[config.mk]
export PLATFORM = sky130hd
export DESIGN_NAME = turn_sequencer
export DESIGN_NICKNAME = d
export VERILOG_FILES = /design/src/rtl/game_pkg.sv /design/src/rtl/frame_divider.sv /design/src/rtl/turn_sequencer.sv
export SDC_FILE = /design/constraint.sdc
export NUM_CORES = 1
export LEC_CHECK = 0
export BUFFER_PORTS_ARGS = -buffer_cell sky130_fd_sc_hd__buf_4
export CAP_MARGIN = 30
export CORE_UTILIZATION = 60
export CTS_CLUSTER_DIAMETER = 40
export DETAILED_ROUTE_END_ITERATION = 10
export PLACE_DENSITY = 0.91
export SYNTH_ARGS = -nofsm -noshare
export SYNTH_HDL_FRONTEND = slang
export SYNTH_HIERARCHICAL = 1
export SYNTH_SLANG_ARGS = --single-unit
[constraint.sdc]
create_clock -name clk -period 6 [get_ports clk]
set_clock_uncertainty 0.15 [all_clocks]
set_input_delay 1.2 -clock clk [delete_from_list [all_inputs] [get_ports clk]]
set_output_delay 1.2 -clock clk [all_outputs]
set_load 0.005 [all_outputs]
[src/rtl/game_pkg.sv]
// rtl/game_pkg.sv - shared types and constants for the turn sequencer
// Contents: player_t (P1/P2), turn_state_t (FSM states), DICE_MIN/DICE_MAX.
package game_pkg;

   typedef enum logic {
      P1 = 1'b0,
      P2 = 1'b1
   } player_t;

   typedef enum logic [2:0] {
      IDLE      = 3'd0,
      WAIT_ROLL = 3'd1,
      MOVE      = 3'd2,
      CHECK     = 3'd3,
      SWITCH    = 3'd4,
      WIN       = 3'd5
   } turn_state_t;

   localparam logic [2:0] DICE_MIN = 3'd1;
   localparam logic [2:0] DICE_MAX = 3'd6;

endpackage

[src/rtl/frame_divider.sv]
// rtl/frame_divider.sv - frame_tick counter with clear and one-cycle terminal pulse
// Parameter: N   ticks per terminal pulse
// Ports:     clk, rst_n (async active-low)
//            clear  holds the count at 0 and suppresses the pulse
//            tick   frame_tick to be counted
//            pulse  high on the tick that brings the count to N (count wraps to 0)
module frame_divider #(
   parameter int N = 8
) (
   input  logic clk,
   input  logic rst_n,
   input  logic clear,
   input  logic tick,
   output logic pulse
);

   localparam int W = (N > 1) ? $clog2(N) : 1;
   localparam logic [W-1:0] LAST = W'(N - 1);

   logic [W-1:0] count;

   assign pulse = tick & ~clear & (count == LAST);

   always_ff @(posedge clk or negedge rst_n) begin
      if (!rst_n) begin
         count <= '0;
      end else if (clear) begin
         count <= '0;
      end else if (tick) begin
         count <= (count == LAST) ? '0 : count + 1'b1;
      end
   end

endmodule

[src/rtl/turn_sequencer.sv]
// rtl/turn_sequencer.sv - two-player board-game turn sequencer
// Optional feature: define TURN_TIMEOUT_EN to forfeit a turn after TIMEOUT_FRAMES
// frame ticks without an accepted roll.
// Parameters: BOARD_LEN, STEP_FRAMES, BLINK_FRAMES, TIMEOUT_FRAMES
// Ports: clk, rst_n (async active-low), frame_tick, start_game,
//        roll_valid/roll_value/roll_ready (dice handshake),
//        active_player, icon_blink, pos_p1, pos_p2, winner_valid, winner_id
module turn_sequencer
   import game_pkg::*;
#(
   parameter int BOARD_LEN      = 32,
   parameter int STEP_FRAMES    = 8,
   parameter int BLINK_FRAMES   = 16,
   parameter int TIMEOUT_FRAMES = 600
) (
   input  logic       clk,
   input  logic       rst_n,
   input  logic       frame_tick,
   input  logic       start_game,
   input  logic       roll_valid,
   input  logic [2:0] roll_value,
   output logic       roll_ready,
   output logic       active_player,
   output logic       icon_blink,
   output logic [5:0] pos_p1,
   output logic [5:0] pos_p2,
   output logic       winner_valid,
   output logic       winner_id
);

   localparam logic [5:0] GOAL = 6'(BOARD_LEN - 1);

   turn_state_t state, state_next;
   player_t     player;
   logic [2:0]  steps;
   logic [5:0]  cur_pos;
   logic        blink_q;
   logic        accept;
   logic        step_pulse;
   logic        blink_pulse;
   logic        last_step;

   assign cur_pos = (player == P1) ? pos_p1 : pos_p2;

   assign accept = (state == WAIT_ROLL) && roll_valid &&
                   (roll_value >= DICE_MIN) && (roll_value <= DICE_MAX);

   // The counter is held clear outside MOVE, so the tick that coincides with
   // roll acceptance is not counted and the first step lands on tick STEP_FRAMES.
   frame_divider #(.N(STEP_FRAMES)) u_step_div (
      .clk   (clk),
      .rst_n (rst_n),
      .clear (start_game || (state != MOVE)),
      .tick  (frame_tick),
      .pulse (step_pulse)
   );

   // Blink phase restarts whenever the game restarts or the turn changes hands.
   frame_divider #(.N(BLINK_FRAMES)) u_blink_div (
      .clk   (clk),
      .rst_n (rst_n),
      .clear (start_game || !((state == WAIT_ROLL) || (state == MOVE))),
      .tick  (frame_tick),
      .pulse (blink_pulse)
   );

`ifdef TURN_TIMEOUT_EN
   logic timeout_pulse;

   frame_divider #(.N(TIMEOUT_FRAMES)) u_timeout_div (
      .clk   (clk),
      .rst_n (rst_n),
      .clear (start_game || (state != WAIT_ROLL)),
      .tick  (frame_tick),
      .pulse (timeout_pulse)
   );
`endif

   // Leave MOVE on the step that uses up the roll or lands on the goal cell;
   // stopping at the goal is what clamps an overshooting roll.
   assign last_step = step_pulse && ((steps <= 3'd1) || (cur_pos >= GOAL - 6'd1));

   always_ff @(posedge clk or negedge rst_n) begin
      if (!rst_n) begin
         state <= IDLE;
      end else begin
         state <= state_next;
      end
   end

   always_comb begin
      state_next    = state;
      roll_ready    = (state == WAIT_ROLL);
      winner_valid  = (state == WIN);
      winner_id     = (state == WIN) ? player : 1'b0;
      icon_blink    = ((state == IDLE) || (state == WIN)) ? 1'b1 : blink_q;
      active_player = player;
      if (start_game) begin
         state_next = WAIT_ROLL;
      end else begin
         case (state)
            IDLE: state_next = IDLE;
            WAIT_ROLL: begin
               if (accept) begin
                  state_next = MOVE;
               end
`ifdef TURN_TIMEOUT_EN
               else if (timeout_pulse) begin
                  state_next = SWITCH;
               end
`endif
            end
            MOVE: begin
               if (last_step) begin
                  state_next = CHECK;
               end
            end
            CHECK:   state_next = (cur_pos == GOAL) ? WIN : SWITCH;
            SWITCH:  state_next = WAIT_ROLL;
            WIN:     state_next = WIN;
            default: state_next = IDLE;
         endcase
      end
   end

   always_ff @(posedge clk or negedge rst_n) begin
      if (!rst_n) begin
         player  <= P1;
         steps   <= 3'd0;
         pos_p1  <= 6'd0;
         pos_p2  <= 6'd0;
         blink_q <= 1'b1;
      end else if (start_game) begin
         player  <= P1;
         steps   <= 3'd0;
         pos_p1  <= 6'd0;
         pos_p2  <= 6'd0;
         blink_q <= 1'b1;
      end else begin
         case (state)
            WAIT_ROLL: begin
               if (accept) begin
                  steps <= roll_value;
               end
               if (blink_pulse) begin
                  blink_q <= ~blink_q;
               end
            end
            MOVE: begin
               if (step_pulse && (cur_pos < GOAL)) begin
                  steps <= steps - 3'd1;
                  if (player == P1) begin
                     pos_p1 <= pos_p1 + 6'd1;
                  end else begin
                     pos_p2 <= pos_p2 + 6'd1;
                  end
               end
               if (blink_pulse) begin
                  blink_q <= ~blink_q;
               end
            end
            SWITCH: begin
               player  <= (player == P1) ? P2 : P1;
               blink_q <= 1'b1;
            end
            default: ;
         endcase
      end
   end

endmodule

; After elaboration in Yosys (flattened, before gate mapping)
; Cells that the tools add are included.
; Widths: inputs -> output; s select.
[word_totals]
ff_bits = 27
in_bits = 8
out_inout_bits = 17
[classes]
n_addsub = 5
order_cmp = 5
eq_ne = 14
muxes = 32
n_bitwise = 7
reduce_logical = 26
[ops]
columns = operator, count
row1 = $mux 6, 9
row2 = $mux 3, 9
row3 = $pmux 3 s5, 1
row4 = $add 6x1->6 const B, 2
row5 = $mux 4, 3
row6 = $reduce_bool 2->1, 6
row7 = $eq 3x3->1 const B, 3
row8 = $ne 3x2->1 const B, 3
row9 = $reduce_and 3->1, 3
row10 = $mux 1, 8
row11 = $eq 3x2->1 const B, 2
row12 = $eq 6x5->1 const B, 1
row13 = $ge 6x5->1 const B, 1
row14 = $lt 6x5->1 const B, 1
row15 = $pmux 3 s2, 1
row16 = $reduce_bool 3->1, 2
row17 = $logic_and 1x1->1, 5
row18 = $logic_or 1x1->1, 5
row19 = $add 4x1->4 const B, 1
row20 = $and 1x1->1, 4
row21 = $eq 4x4->1 const B, 1
row22 = $reduce_and 2->1, 2
row23 = $add 3x1->3 const B, 1
row24 = $eq 3x1->1 const B, 1
row25 = other kinds (12), 14

; Logic depth before layout (Yosys ltp)
[depth]
depth_word = 10
mapped_depth = 8

; By module
; The synthesis kept the hierarchy.
[modules_own_cells]
columns = mod, instances, cells_per_inst, area_each_um2, seq_area_each_um2
row1 = turn_sequencer, 1, 138, 1273.7, 501.7
row2 = frame_divider at u_blink_div, 1, 22, 206.4, 100.1
row3 = frame_divider at u_step_div, 1, 14, 158.9, 75.1

; Worst setup path after synthesis
; OpenSTA, ideal clock, no wires.
[synth_path]
kind = input to register
startpoint = input start_game
endpoint = register blink_q
arrival_ps = 2667
required_ps = 5771
path_slack_ps = 3104
cell_stages = 8
n_path_buf = 1
path_cell_list = clkbuf_1 nor2_1 o21ai_0 nor3_1 or3b_2 a21oi_1 a221oi_1 o21ai_0
[synth_via]
elab_chain_len = 6
elab_cells_between_ends = 8
classes_between = eq/ne (1) / mux (1) / bitwise (3) / reduce/logical (3)
[synth_rtl]
columns = item, line
row1 = from (decl), turn_sequencer.sv:19  ; input logic start_game,
row2 = $logic_or 1x1->1, turn_sequencer.sv:62  ; .clear (start_game || !((state == WAIT_ROLL) || (state == MOVE))),
row3 = $not 1->1, frame_divider.sv:22  ; assign pulse = tick & ~clear & (count == LAST);
row4 = $and 1x1->1 (2 in a row), frame_divider.sv:22
row5 = named net blink_pulse, turn_sequencer.sv:40  ; logic blink_pulse;
row6 = $ne 3x1->1 (no source line), n/a
row7 = $reduce_and 2->1 (no source line), n/a
row8 = to (signal assigned), turn_sequencer.sv:146  ; blink_q <= ~blink_q;
row9 = to (signal assigned), turn_sequencer.sv:159  ; blink_q <= ~blink_q;
row10 = to (decl), turn_sequencer.sv:37  ; logic blink_q;
; The timed path passes the listed nets, and every way through them passes these cells.
; A chain may end at the register's enable or synchronous reset.

; Final worst setup path
[layout_path]
startpoint = register state[0]
endpoint = output winner_id
[layout_via]
elab_chain_len = 2
[layout_rtl]
columns = item, line
row1 = from (decl), turn_sequencer.sv:33  ; turn_state_t state, state_next;
row2 = from (signal assigned), turn_sequencer.sv:87  ; state <= state_next;
row3 = $eq 3x3->1, turn_sequencer.sv:95  ; winner_id = (state == WIN) ? player : 1'b0;
row4 = $mux 1, turn_sequencer.sv:95
row5 = to (decl), turn_sequencer.sv:28  ; output logic winner_id
; No other way between the ends.

==> impl_table.tex <==
\begin{tabular}{lr}
\hline
Metric & Value \\
\hline
\multicolumn{2}{l}{\textbf{Status}} \\
\quad Outcome & finished clean \\
\multicolumn{2}{l}{\textbf{Cells and area}} \\
\quad Post-route cell area & 1846 µm² \\
\quad Number of standard cells in the layout, taps in and fillers out & 224 \\
\quad Post-layout util & 73.16\% \\
\quad Synthesis-to-finish area growth & 12.60\% \\
\quad Antenna diode count & 0 \\
\quad Commonest non-fill, non-tap cell in the layout & dfrtp\_1 \\
\quad Top library cells by usage in the layout, fill and taps aside & dfrtp\_1 (26), buf\_4 (25), nor2\_1 (13), nand2\_1 (12), a21oi\_1 (11) \\
\quad Fillers & 188 \\
\quad Net count, final & 209 \\
\quad Layout cell share with drive strength beyond 1 & 19.07\% \\
\multicolumn{2}{l}{\textbf{Synthesis}} \\
\quad Sequential area share after synthesis & 41.30\% \\
\quad Post-Syn Instances & 174 \\
\quad Ranking of synthesized cells by area & dfrtp\_1 (40\%), ha\_1 (4.6\%), a21oi\_1 (3.4\%) \\
\quad Number of synthesized register bits & 27 \\
\quad Cell Area, Synth & 1639 µm² \\
\quad Cell taking the most area after synthesis & dfrtp\_1 \\
\quad Fraction of post-synthesis cell area in the top cell type by area & 39.69\% \\
\quad Net count of the mapped netlist & 188 \\
\quad Fraction of registers with async set/reset & 100.0\% \\
\quad Syn avg cell area & 9.420 µm² \\
\quad Number of enable flip-flop cells after synthesis & 0 \\
\quad Dominant register cell in the synthesized netlist & dfrtp\_1 \\
\quad Yosys warnings & 6 \\
\quad Cell variety after synth & 47 \\
\multicolumn{2}{l}{\textbf{GRT}} \\
\quad Global-route track usage on met3 & 2.500\% \\
\quad Number of global-route vias before repair & 1378 \\
\quad Sum of overflow across all layers after global routing & 0 \\
\quad First-pass GRT wire length & 5913 µm \\
\quad Met1 demand-to-capacity share in global routing & 37.06\% \\
\quad Layer with the highest usage after global routing & met2 \\
\quad Antenna violations before repair & 0 \\
\quad M2 GR Usage & 45.73\% \\
\quad Largest net degree at the start of global routing & 28 \\
\quad Global Route Usage Sum & 27.27\% \\
\multicolumn{2}{l}{\textbf{Flow run}} \\
\quad \# Max-Cap Violations & 0 \\
\multicolumn{2}{l}{\textbf{Worst setup path}} \\
\quad Worst endpoint required time & 4.65 ns \\
\quad Highest cell delay on the worst timing path & 0.61 ns \\
\quad Max stage delay cell, worst path & dfrtp\_1 \\
\quad Cell Chain, Critical Path & nor2b\_1, and3\_1, buf\_4 \\
\quad Largest fanout on the critical path & 11 \\
\quad Worst setup path startpoint & state[0] \\
\quad Endpoint arrival time on the critical path & 1.69 ns \\
\quad Capture instance of the worst register-to-register path & blink\_q \\
\quad Crit Path Class & register to output pin \\
\quad Register-to-register setup slack & 3.28 ns \\
\quad Length in cells of the worst reg-to-reg path & 7 \\
\quad R2r startpoint & state[0] \\
\quad Startpoint types & register \\
\quad Worst setup EP type & output pin \\
\multicolumn{2}{l}{\textbf{Timing}} \\
\quad Unrepaired setup endpoints after global routing & no \\
\quad Hold violation total from the final report & 0 \\
\quad Final setup violating endpoints & 0 \\
\quad Max Freq & 329.1 MHz \\
\quad Post-Route Setup TNS & 0 ns \\
\quad Headroom to the max-slew limit & 62.48\% \\
\quad Pin slew with the least headroom to its limit & 0.5628 ns \\
\quad Shortest period the worst path allows & 3.038 ns \\
\quad Max-slew violation count & 0 \\
\quad Final Cycle Share & 50.64\% \\
\multicolumn{2}{l}{\textbf{Drt}} \\
\quad Aggregate routed wire length & 3708 µm \\
\quad Mean number of vias per cell & 6.670 \\
\quad Average detailed-routed wire length per instance & 16.55 µm \\
\quad DRC violations left & 0 \\
\quad Detailed-routing iteration count for the pre-antenna-repair pass & 5 \\
\quad DRT antenna net count & 0 \\
\quad Violation count after the first detailed-route iteration & 77 \\
\quad Via count & 1494 \\
\multicolumn{2}{l}{\textbf{Die}} \\
\quad Height of the die & 54.27 µm \\
\quad Core area & 2522 µm² \\
\quad Die Outline Area & 2945 µm² \\
\quad Std-Cell Rows & 18 \\
\quad Width of the die & 54.27 µm \\
\quad Initial Utilization & 64.98\% \\
\quad Number of placed I/O pins & 25 \\
\multicolumn{2}{l}{\textbf{Power}} \\
\quad Static Leakage & 0.7803 nW \\
\quad PnR Total Power & 0.3327 mW \\
\quad Power density cells & 180.3 nW/µm² \\
\quad Max IR drop VDD & 0.1341 mV \\
\multicolumn{2}{l}{\textbf{Clock network}} \\
\quad Clock Path Buffers & 2 \\
\quad TritonCTS sink count & 27 \\
\quad Post-CTS repair timing setup buffer count & 0 \\
\quad Post-CTS resize count & 0 \\
\quad Count of H-tree levels built during CTS & 1 \\
\quad Clock latency on the worst-skew pair & 0.33 ns \\
\quad Root Buffer Master & clkbuf\_4 \\
\quad Clk slew on worst S/H paths & 0.14 ns \\
\quad TritonCTS clock tree & yes \\
\quad CTS hold repair buffers & 0 \\
\quad Total clock buffers created by CTS & 3 \\
\multicolumn{2}{l}{\textbf{Worst hold path}} \\
\quad Hold Crit Start & u\_step\_div/count[2] \\
\quad Capture endpoint of the worst hold path & u\_step\_div/count[2] \\
\quad Worst hold path stage count & 2 \\
\quad Kind of path behind the tightest hold check & register to register \\
\multicolumn{2}{l}{\textbf{Placement}} \\
\quad Placement-stage cell area & 1819 µm² \\
\quad Routability-driven placement congestion ratio & 0.8391 \\
\quad IO buf count & 24 \\
\quad Total half-perimeter wirelength after legalization and detailed placement & 2571 µm \\
\quad DP Cell Count & 220 \\
\hline
\end{tabular}
==> area by class of cell <==
cell class / instances / area [µm²] / share of cell area, %
timing repair buffer: 25 / 187.7 / 10.17
clock buffer: 4 / 26.28 / 1.424
multi-input combinational: 130 / 887.1 / 48.07
inverter: 8 / 30.03 / 1.627
tap: 30 / 37.54 / 2.034
sequential: 27 / 676.9 / 36.68
==> cell families after synthesis <==
| family | Yosys count | share of synthesized area (%) |
|---|---|---|
| compound gates | 40 | 17.33 |
| xor+xnor | 5 | 2.672 |
| fa+ha+maj | 6 | 4.580 |
| buf+inv | 17 | 4.579 |
| flops | 27 | 41.30 |
| mux | 8 | 5.114 |
| simple gates | 71 | 24.43 |
==> registers in the layout, indices dropped and copies added (netlist names) <==
signal             cells
pos_p1                 6
pos_p2                 6
u_blink_div/count      4
state                  3
steps                  3
u_step_div/count       3
active_player          1
blink_q                1
==> power by group <==
group	leakage [nW]	internal [mW]	switching, mW
Sequential	0.368	0.187	0.0114
Combinational	0.397	0.0224	0.0295
Clock	0.0150	0.0260	0.0561
==> critical path, delay by kind of cell, from the launching register on <==
| family | cells | cell delay [ns] |
|---|---|---|
| and+or+nand+nor | 2 | 0.66 |
| DFF | 1 | 0.61 |
| buffers and inverters | 1 | 0.10 |
==> synthesized netlist by cell type, types with 3 or more instances <==
| cell | n |
|---|---|
| nor2_1 | 13 |
| nand4_1 | 6 |
| ha_1 | 6 |
| clkbuf_1 | 4 |
| nand3_1 | 5 |
| buf_2 | 3 |
| inv_1 | 8 |
| nor3_1 | 5 |
| mux2i_1 | 5 |
| o21ai_0 | 4 |
| nor2b_1 | 8 |
| o31ai_1 | 7 |
| nand2_1 | 12 |
| a21oi_1 | 11 |
| xnor2_1 | 3 |
| or4_1 | 5 |
| dfrtp_1 | 26 |
| mux2_2 | 3 |
==> routing by layer <==
| metal | part of all wire [%] | vias up |
|---|---|---|
| met5 | 0 | - |
| met3 | 6.0 | 8 |
| met2 | 50 | 69 |
| met4 | 1.2 | 0 |
| li1 | - | 688 |
| met1 | 43 | 729 |
==> metrics by stage <==
stage,setup WS [ns],hold slack [ns]
global route,2.906,0.4540
global placement,2.906,0.3613
floorplan,3.104,0.3403
finish,2.962,0.4176
CTS,2.998,0.4209
detailed placement,2.792,0.3868
==> worst max path at each step <==
stage,endpoint,slack (ns),depth (start not counted)
finish,winner_id,2.96,3
global route,winner_id,2.91,3
CTS,winner_id,3.00,3
detailed placement,pos_p1[3],2.79,7
global placement,pos_p2[0],2.91,7
floorplan,blink_q,3.10,8
No activity file was read; power rests on OpenSTA's default activity.
